`src/rtl/hazard_ctrl.sv`:
```
// hazard_ctrl: EX-stage hazard scheduler (forwarding, load-use stall,
// redirect flush, ebreak halt).
// Ports: clk, rstn (sync, active-low); id_* consumer in ID/EX;
//   ex_* EX/MEM producer; wb_* MEM/WB producer; redirect_req.
//   Out: fwd_en_1/2, fwd_data_rs1/2, stall, flush_nop, flush_id, halted.
// Optional: `define HAZARD_PERF_EN adds perf_stall_cnt, perf_flush_cnt.
module hazard_ctrl #(
   parameter int FLUSH_CYCLES = 2
) (
   input  logic        clk,
   input  logic        rstn,
   input  logic        id_valid,
   input  logic [4:0]  id_rs1,
   input  logic [4:0]  id_rs2,
   input  logic        id_rs1_used,
   input  logic        id_rs2_used,
   input  logic        ex_valid,
   input  logic [4:0]  ex_rd,
   input  logic        ex_wb_en,
   input  logic        ex_load_en,
   input  logic        ex_wb_spc_en,
   input  logic [63:0] ex_alu_result,
   input  logic [63:0] ex_snxt_pc,
   input  logic        ex_ebreak_en,
   input  logic        redirect_req,
   input  logic        wb_valid,
   input  logic [4:0]  wb_rd,
   input  logic        wb_wb_en,
   input  logic [63:0] wb_data,
   output logic        fwd_en_1,
   output logic        fwd_en_2,
   output logic [63:0] fwd_data_rs1,
   output logic [63:0] fwd_data_rs2,
   output logic        stall,
   output logic        flush_nop,
   output logic        flush_id,
   output logic        halted
`ifdef HAZARD_PERF_EN
  ,output logic [31:0] perf_stall_cnt,
   output logic [31:0] perf_flush_cnt
`endif
);

   typedef enum logic [1:0] {
      RUN, LD_WAIT, FLUSH, HALT
   } state_t;

   localparam logic [2:0] CNT_LOAD = 3'(FLUSH_CYCLES - 1);
   // With a single bubble the redirect cycle itself is the whole flush.
   localparam state_t FL_NEXT = (FLUSH_CYCLES > 1) ? FLUSH : RUN;

   state_t     state;
   logic [2:0] cnt;

   logic        active;
   logic        ex_m1, ex_m2, wb_m1, wb_m2;
   logic        load_use, halt_go;
   logic [63:0] ex_data;

   assign active = (state == RUN) || (state == LD_WAIT);

   assign ex_m1 = id_rs1_used && (id_rs1 != 5'd0) && ex_valid
                  && ex_wb_en && (ex_rd == id_rs1);
   assign ex_m2 = id_rs2_used && (id_rs2 != 5'd0) && ex_valid
                  && ex_wb_en && (ex_rd == id_rs2);
   assign wb_m1 = id_rs1_used && (id_rs1 != 5'd0) && wb_valid
                  && wb_wb_en && (wb_rd == id_rs1);
   assign wb_m2 = id_rs2_used && (id_rs2 != 5'd0) && wb_valid
                  && wb_wb_en && (wb_rd == id_rs2);

   assign ex_data  = ex_wb_spc_en ? ex_snxt_pc : ex_alu_result;
   assign load_use = (state == RUN) && id_valid && ex_load_en
                     && (ex_m1 || ex_m2);
   assign halt_go  = ex_valid && ex_ebreak_en && (state != HALT);

   always_comb begin
      fwd_en_1     = 1'b0;
      fwd_en_2     = 1'b0;
      fwd_data_rs1 = 64'd0;
      fwd_data_rs2 = 64'd0;
      stall        = 1'b0;
      flush_nop    = 1'b0;
      flush_id     = 1'b0;
      halted       = 1'b0;
      if (rstn) begin
         unique case (state)
            HALT: begin
               stall     = 1'b1;
               flush_nop = 1'b1;
               halted    = 1'b1;
            end
            FLUSH: begin
               flush_id  = 1'b1;
               flush_nop = 1'b1;
            end
            default: begin
               if (redirect_req) begin
                  flush_id  = 1'b1;
                  flush_nop = 1'b1;
               end else if (load_use) begin
                  stall     = 1'b1;
                  flush_nop = 1'b1;
               end
            end
         endcase
         // A load in EX/MEM has no data yet: block it rather than
         // falling back to an older WB value.
         if (active && id_valid) begin
            if (ex_m1 && !ex_load_en) begin
               fwd_en_1     = 1'b1;
               fwd_data_rs1 = ex_data;
            end else if (!ex_m1 && wb_m1) begin
               fwd_en_1     = 1'b1;
               fwd_data_rs1 = wb_data;
            end
            if (ex_m2 && !ex_load_en) begin
               fwd_en_2     = 1'b1;
               fwd_data_rs2 = ex_data;
            end else if (!ex_m2 && wb_m2) begin
               fwd_en_2     = 1'b1;
               fwd_data_rs2 = wb_data;
            end
         end
      end
   end

   always_ff @(posedge clk) begin
      if (!rstn) begin
         state <= RUN;
         cnt   <= 3'd0;
      end else if (halt_go) begin
         state <= HALT;
         cnt   <= 3'd0;
      end else begin
         unique case (state)
            RUN: begin
               if (redirect_req) begin
                  state <= FL_NEXT;
                  cnt   <= CNT_LOAD;
               end else if (load_use) begin
                  state <= LD_WAIT;
               end
            end
            LD_WAIT: begin
               if (redirect_req) begin
                  state <= FL_NEXT;
                  cnt   <= CNT_LOAD;
               end else begin
                  state <= RUN;
               end
            end
            FLUSH: begin
               if (redirect_req) begin
                  state <= FL_NEXT;
                  cnt   <= CNT_LOAD;
               end else if (cnt <= 3'd1) begin
                  state <= RUN;
                  cnt   <= 3'd0;
               end else begin
                  cnt <= cnt - 3'd1;
               end
            end
            HALT: state <= HALT;
            default: state <= RUN;
         endcase
      end
   end

`ifdef HAZARD_PERF_EN
   always_ff @(posedge clk) begin
      if (!rstn) begin
         perf_stall_cnt <= 32'd0;
         perf_flush_cnt <= 32'd0;
      end else begin
         if (stall && (state != HALT))
            perf_stall_cnt <= perf_stall_cnt + 32'd1;
         if (flush_id)
            perf_flush_cnt <= perf_flush_cnt + 32'd1;
      end
   end
`endif

endmodule

```
`config.mk`:
```
export PLATFORM = sky130hd
export DESIGN_NAME = hazard_ctrl
export DESIGN_NICKNAME = d
export VERILOG_FILES = /design/src/rtl/hazard_ctrl.sv
export SDC_FILE = /design/constraint.sdc
export NUM_CORES = 1
export LEC_CHECK = 0
export ABC_CLOCK_PERIOD_IN_PS = 3300
export BUFFER_PORTS_ARGS = -buffer_cell sky130_fd_sc_hd__buf_2
export CAP_MARGIN = 20
export CORE_AREA = 2 2 138 140
export DETAILED_ROUTE_END_ITERATION = 7
export DIE_AREA = 0 0 140 142
export HOLD_SLACK_MARGIN = 0.08
export SKIP_CTS_REPAIR_TIMING = 1
export SYNTH_ARGS = -nofsm -noshare
export SYNTH_HDL_FRONTEND = slang
export SYNTH_SLANG_ARGS = --single-unit
```
`constraint.sdc`:
```
create_clock -name clk -period 3.3 [get_ports clk]
set_input_delay 0.33 -clock clk [delete_from_list [all_inputs] [get_ports clk]]
set_output_delay 0.33 -clock clk [all_outputs]
set_load 0.1 [all_outputs]
```
### Word-level counts from Yosys, hierarchy flattened

Cells that the tools add are included.

| storage, ports and cells | value |
|---|---|
| input port bits | 225 |
| flip-flop bits (word level) | 5 |
| output and inout bits | 134 |
| word-level logic and storage cells | 94 |

| operators by class | value |
|---|---|
| reduce and logical (&&, ||, !) cells | 38 |
| order comparisons | 1 |
| muxes and demuxes | 40 |
| add/subtract/negate cells | 1 |
| equal/unequal tests | 11 |
| bitwise gates (word level) | 1 |

Operator list:

| kind | count |
|---|---|
| 64-bit two-way mux | 9 |
| 1-bit logical AND | 24 |
| 5-bit equality test | 4 |
| 1-bit two-way mux | 18 |
| 2-bit two-way mux | 6 |
| 5-bit nonzero test | 2 |
| 3-bit two-way mux | 3 |
| 4-bit != test, second input constant | 2 |
| 2-bit case mux with 4 select lines | 1 |
| 3-bit case mux with 2 select lines | 1 |
| 2-bit OR reduction | 3 |
| 2-bit equality test, second input constant | 2 |
| 1-bit case mux with 2 select lines | 2 |
| 2-bit AND reduction | 2 |
| 3-bit by 1-bit <= comparator with 1-bit output, second input constant | 1 |
| 1-bit logical NOT | 3 |
| 3-bit by 1-bit subtractor with 3-bit output, second input constant | 1 |
| 2-bit by 1-bit equality test with 1-bit output, second input constant | 1 |
| 2-bit logical NOT | 1 |
| 1-bit logical OR | 2 |
| 2-bit by 1-bit != test with 1-bit output, second input constant | 1 |
| 2-bit != test, second input constant | 1 |
| 2-bit nonzero test | 1 |
| 1-bit NOT | 1 |

### Depth between registers and ports, before layout

| depth | value |
|---|---|
| depth after elaboration | 11 |
| gate-level depth with buffers | 8 |
| gate-level depth less buffers | 6 |

### Worst setup path after synthesis

No wires, ideal clock.

| timing | value |
|---|---|
| kind | input -> output |
| start point | in id_rs1[1] |
| end point | out fwd_data_rs1[0] |
| path slack | -0.545 ns |
| stages | 6 |
| data required time | 2.970 ns |
| buffers on the path | 2 |
| data arrival time | 3.515 ns |
| cells stage by stage | xnor2_1 -> nand4_1 -> or4_1 -> buf_4 -> clkbuf_1 -> o21ai_0 |

| on the way | value |
|---|---|
| word-level cells in the longest chain between the ends | 11 |
| elaborated cells on any way between the ends | 17 |
| those cells by class | eq/ne (2); mux (4); reduce/logical (11) |

RTL lines:

| item | line | RTL |
|---|---|---|
| start, declared | 13 | `input logic [4:0] id_rs1,` |
| 5-bit nonzero test | 62, 66 |  |
| 1-bit logical AND | 62, 66 |  |
| 1-bit logical AND | 62 | `assign ex_m1 = id_rs1_used && (id_rs1 != 5'd0) && ex_valid` |
| 1-bit logical AND (2 in series) | 63 | `&& ex_wb_en && (ex_rd == id_rs1);` |
| 1-bit logical NOT | 112 | `end else if (!ex_m1 && wb_m1) begin` |
| 1-bit logical AND | 112 |  |
| 64-bit two-way mux | 112 |  |
| 64-bit two-way mux * | 109 | `if (ex_m1 && !ex_load_en) begin` |
| 64-bit two-way mux * | 108 | `if (active && id_valid) begin` |
| 64-bit two-way mux * | 85 | `if (rstn) begin` |
| end, declared | 32 | `output logic [63:0] fwd_data_rs1,` |

Mark *: on every way between the ends. The rest lies on a longest branch, timed or not.

### Worst setup path in the final report

| timing | value |
|---|---|
| start point | in id_rs1[0] |
| end point | out fwd_data_rs1[41] |

The elaborated chain is that of the path after synthesis.

==> key figures <==
Run status
  – Outcome: complete, but fails checks
  – Failing checks: design-rule violations

Routing
  – Vias: 5509
  – TritonRoute pass-1 iters: 7
  – Vias per cell: slightly above 5
  – Detailed Route WL: roughly 18000 um
  – DRT antenna net count: 0
  – DRC: 25
  – DR WL/cell: 16.91 um
  – Drt first-iter violations: approximately 310

STA
  – Fin crit share: 0.8429
  – Worst Max-Slew Pin Slew: about 0.59 ns
  – Setup ws final: approximately 0.52 ns
  – Setup Skew: ~0.0022 ns
  – Minimum clock period after layout: roughly 2.8 ns
  – Hold WS: between 0.4 and 0.5 ns
  – Slew Limit Fails: 0
  – Relative slew slack: 0.6040
  – Final setup vio count: 0
  – Final Hold Fails: 0
  – TNS Setup: 0 ns
  – FMAX: ~360 MHz
  – RSZ-0062 raised after global routing: no

Synthesis
  – Top post-synthesis cells by count: nand2_1 (101), nand4_1 (101), o21ai_1 (71)
  – Syn_nets: between 700 and 800
  – Most used DFF post-synth: dfxtp_1
  – Leading area contributor after synthesis: mux2_2
  – Sequential share of the synthesized area: 0.02761
  – Library cells used by synthesis: 43
  – Asr flop ratio synth: 0
  – Top post-synthesis cells by area: mux2_2 (20%), nand4_1 (17%), nand2_1 (10%)
  – Synthesized flop and latch total: 5
  – Syn Inst Count: between 500 and 600
  – Synth top area share: 0.1988
  – EDFF count, synth: 0
  – Mapped Avg Cell Area: between 6 and 7 sq um
  – Post-Syn Area: 0.003625 sq mm
  – Synth warn: 0

Floorplanning
  – Die Wd: 140 um
  – Die Area: a little under 0.02 sq mm
  – Core ar.: about 0.018 sq mm
  – FP Rows: 50
  – IO Pins: approximately 360
  – Starting Density: 0.1964
  – Chip height: 142 um

Worst setup path
  – Type of the worst setup path: in2out
  – Reg2Reg Launch Point: state[0]$_SDFFE_PN0P_
  – Crit. Startpoint: id_rs1[0]
  – CP peak stage delay: ~0.67 ns
  – CP max stage cell: or4_4
  – Req. time, crit path: slightly below 3 ns
  – Max FO, Critical Path: 32
  – Critical path arrival: approximately 2.5 ns
  – CP startpoint kind: primary input
  – Crit. End Element: primary output
  – Crit-path cells: buf_2 > xnor2_1 > nand4_1 > or4_4 > nand2_2 > buf_4 > o22ai_1 > buf_12

Final layout
  – Finished Core Util: 0.3632
  – Inserted Diodes: 0
  – Layout cell share with drive strength beyond 1: 0.5651
  – Synthesis-to-layout area growth: 84.92%
  – Nets: 1088
  – Post-Layout Cell Count: between 1000 and 1500
  – Area occupied by multi-input gates: between 0.003 and 0.004 sq mm
  – Reg area: between 100 and 150 sq um
  – Post-route cell area: around 0.0067 sq mm
  – Fill cells: approximately 2000

Clock network
  – Clk buf depth: 2
  – Clock-pin slew on the worst setup and hold paths: 0.03 ns
  – CTS Root Cell: clkbuf_16
  – Num CTS Buffers: 3
  – TritonCTS clock tree: done
  – # H-tree levels: 1
  – Clock sink count: 5
  – Worst-skew pair later-pin latency: about 0.23 ns

Global routing
  – GRT Util Overall: 0.1682
  – First-pass GRT wire length: about 27000 um
  – Largest net degree at the start of global routing: 79
  – Number of global-route vias before repair: 5167
  – Total congestion overflow: 0
  – Initial antenna violation count: 0

Pwr
  – Peak supply drop: a little over 200 uV
  – Pwr/cell area: ~110 mW/mm^2
  – Pwr Total: just over 0.7 mW
  – P_leak: between 2 and 3 nW

Place
  – DP Wirelength: 14300 um
  – Placed Area: ~0.0066 sq mm
  – Gpl congestion: around 0.83
  – Placed Cells: ~1100
  – I/O Buffers: between 300 and 400
  – Post-place setup slack: between 0.4 and 0.5 ns

Flow run
  – Maximum Capacitance Violations: 0

Worst hold path
  – Hold WC Path Type: in2reg
  – Worst Hold Launch: redirect_req
## worst max-delay path, delay by kind of cell
family / cells / cell delay (ns)
compound gates: 1 / 0.21
xor+xnor: 1 / 0.18
buf+inv: 3 / 0.84
simple gates: 3 / 0.86
## layout make-up
type / instances / share of cell area
Tap cell: 234 / 0.04368
Multi-Input combinational cell: 469 / 0.4715
Clock buffer: 4 / 0.01176
Inverter: 4 / 0.002240
Sequential cell: 5 / 0.01493
Timing Repair Buffer: 378 / 0.4559
## layout by cell type, fill, tap and decap left out, types with 2 or more instances in the layout
cell / count
or2_1: 2
nor3b_1: 3
xnor2_1: 18
buf_12: 75
o22ai_2: 30
o21ai_0: 12
xor2_1: 2
buf_2: 288
a21o_1: 3
nand2_1: 101
dfxtp_1: 5
ha_1: 2
nand3_1: 3
or4_4: 3
nor2_1: 7
o21ai_1: 89
nand4_1: 101
nor2b_1: 2
inv_1: 4
mux2_2: 64
buf_4: 15
a21oi_1: 3
and2_1: 2
clkbuf_16: 3
a211oi_1: 2
a21boi_0: 2
## power by group
group | switching [mW] | internal [mW]
clock network | 0.0458 | 0.161
registers | 0.00679 | 0.0649
logic | 0.236 | 0.211
## cells by family (layout without fill, tap and decap cells)
group / count (synthesis) / in the layout / share of synthesized area
xor gates and xnor gates: 20 / 20 / 0.04833
buffers and inverters: 70 / 386 / 0.1091
muxes: 64 / 64 / 0.1988
and+or+nand+nor: 235 / 235 / 0.3321
DFF: 5 / 5 / 0.02762
AOI/OAI and AO/OA: 148 / 148 / 0.2772
adders and majority gates: 2 / 2 / 0.006903
## metal layers
metal  track usage  wire length, um
met1        0.2105             7782
met2        0.3093             9289
met3       0.02288             1152
met4       0.03349              274
met5             0                0
## flip-flops by register name, summed over array words and instances, names as in the netlist
signal and cells:
cnt 3, state 2
## worst paths after layout
path / to / slack, ns / depth (start not counted)
hold / removal: state[1]$_SDFFE_PN0P_ / 0.46 / 3
hold reg to reg: cnt[2]$_SDFFE_PP0P_ / 0.50 / 2
setup / recovery: fwd_data_rs1[41] / 0.52 / 8
setup reg to reg: cnt[2]$_SDFFE_PP0P_ / 1.78 / 5
Note: power is estimated with default switching activity, not from simulation.
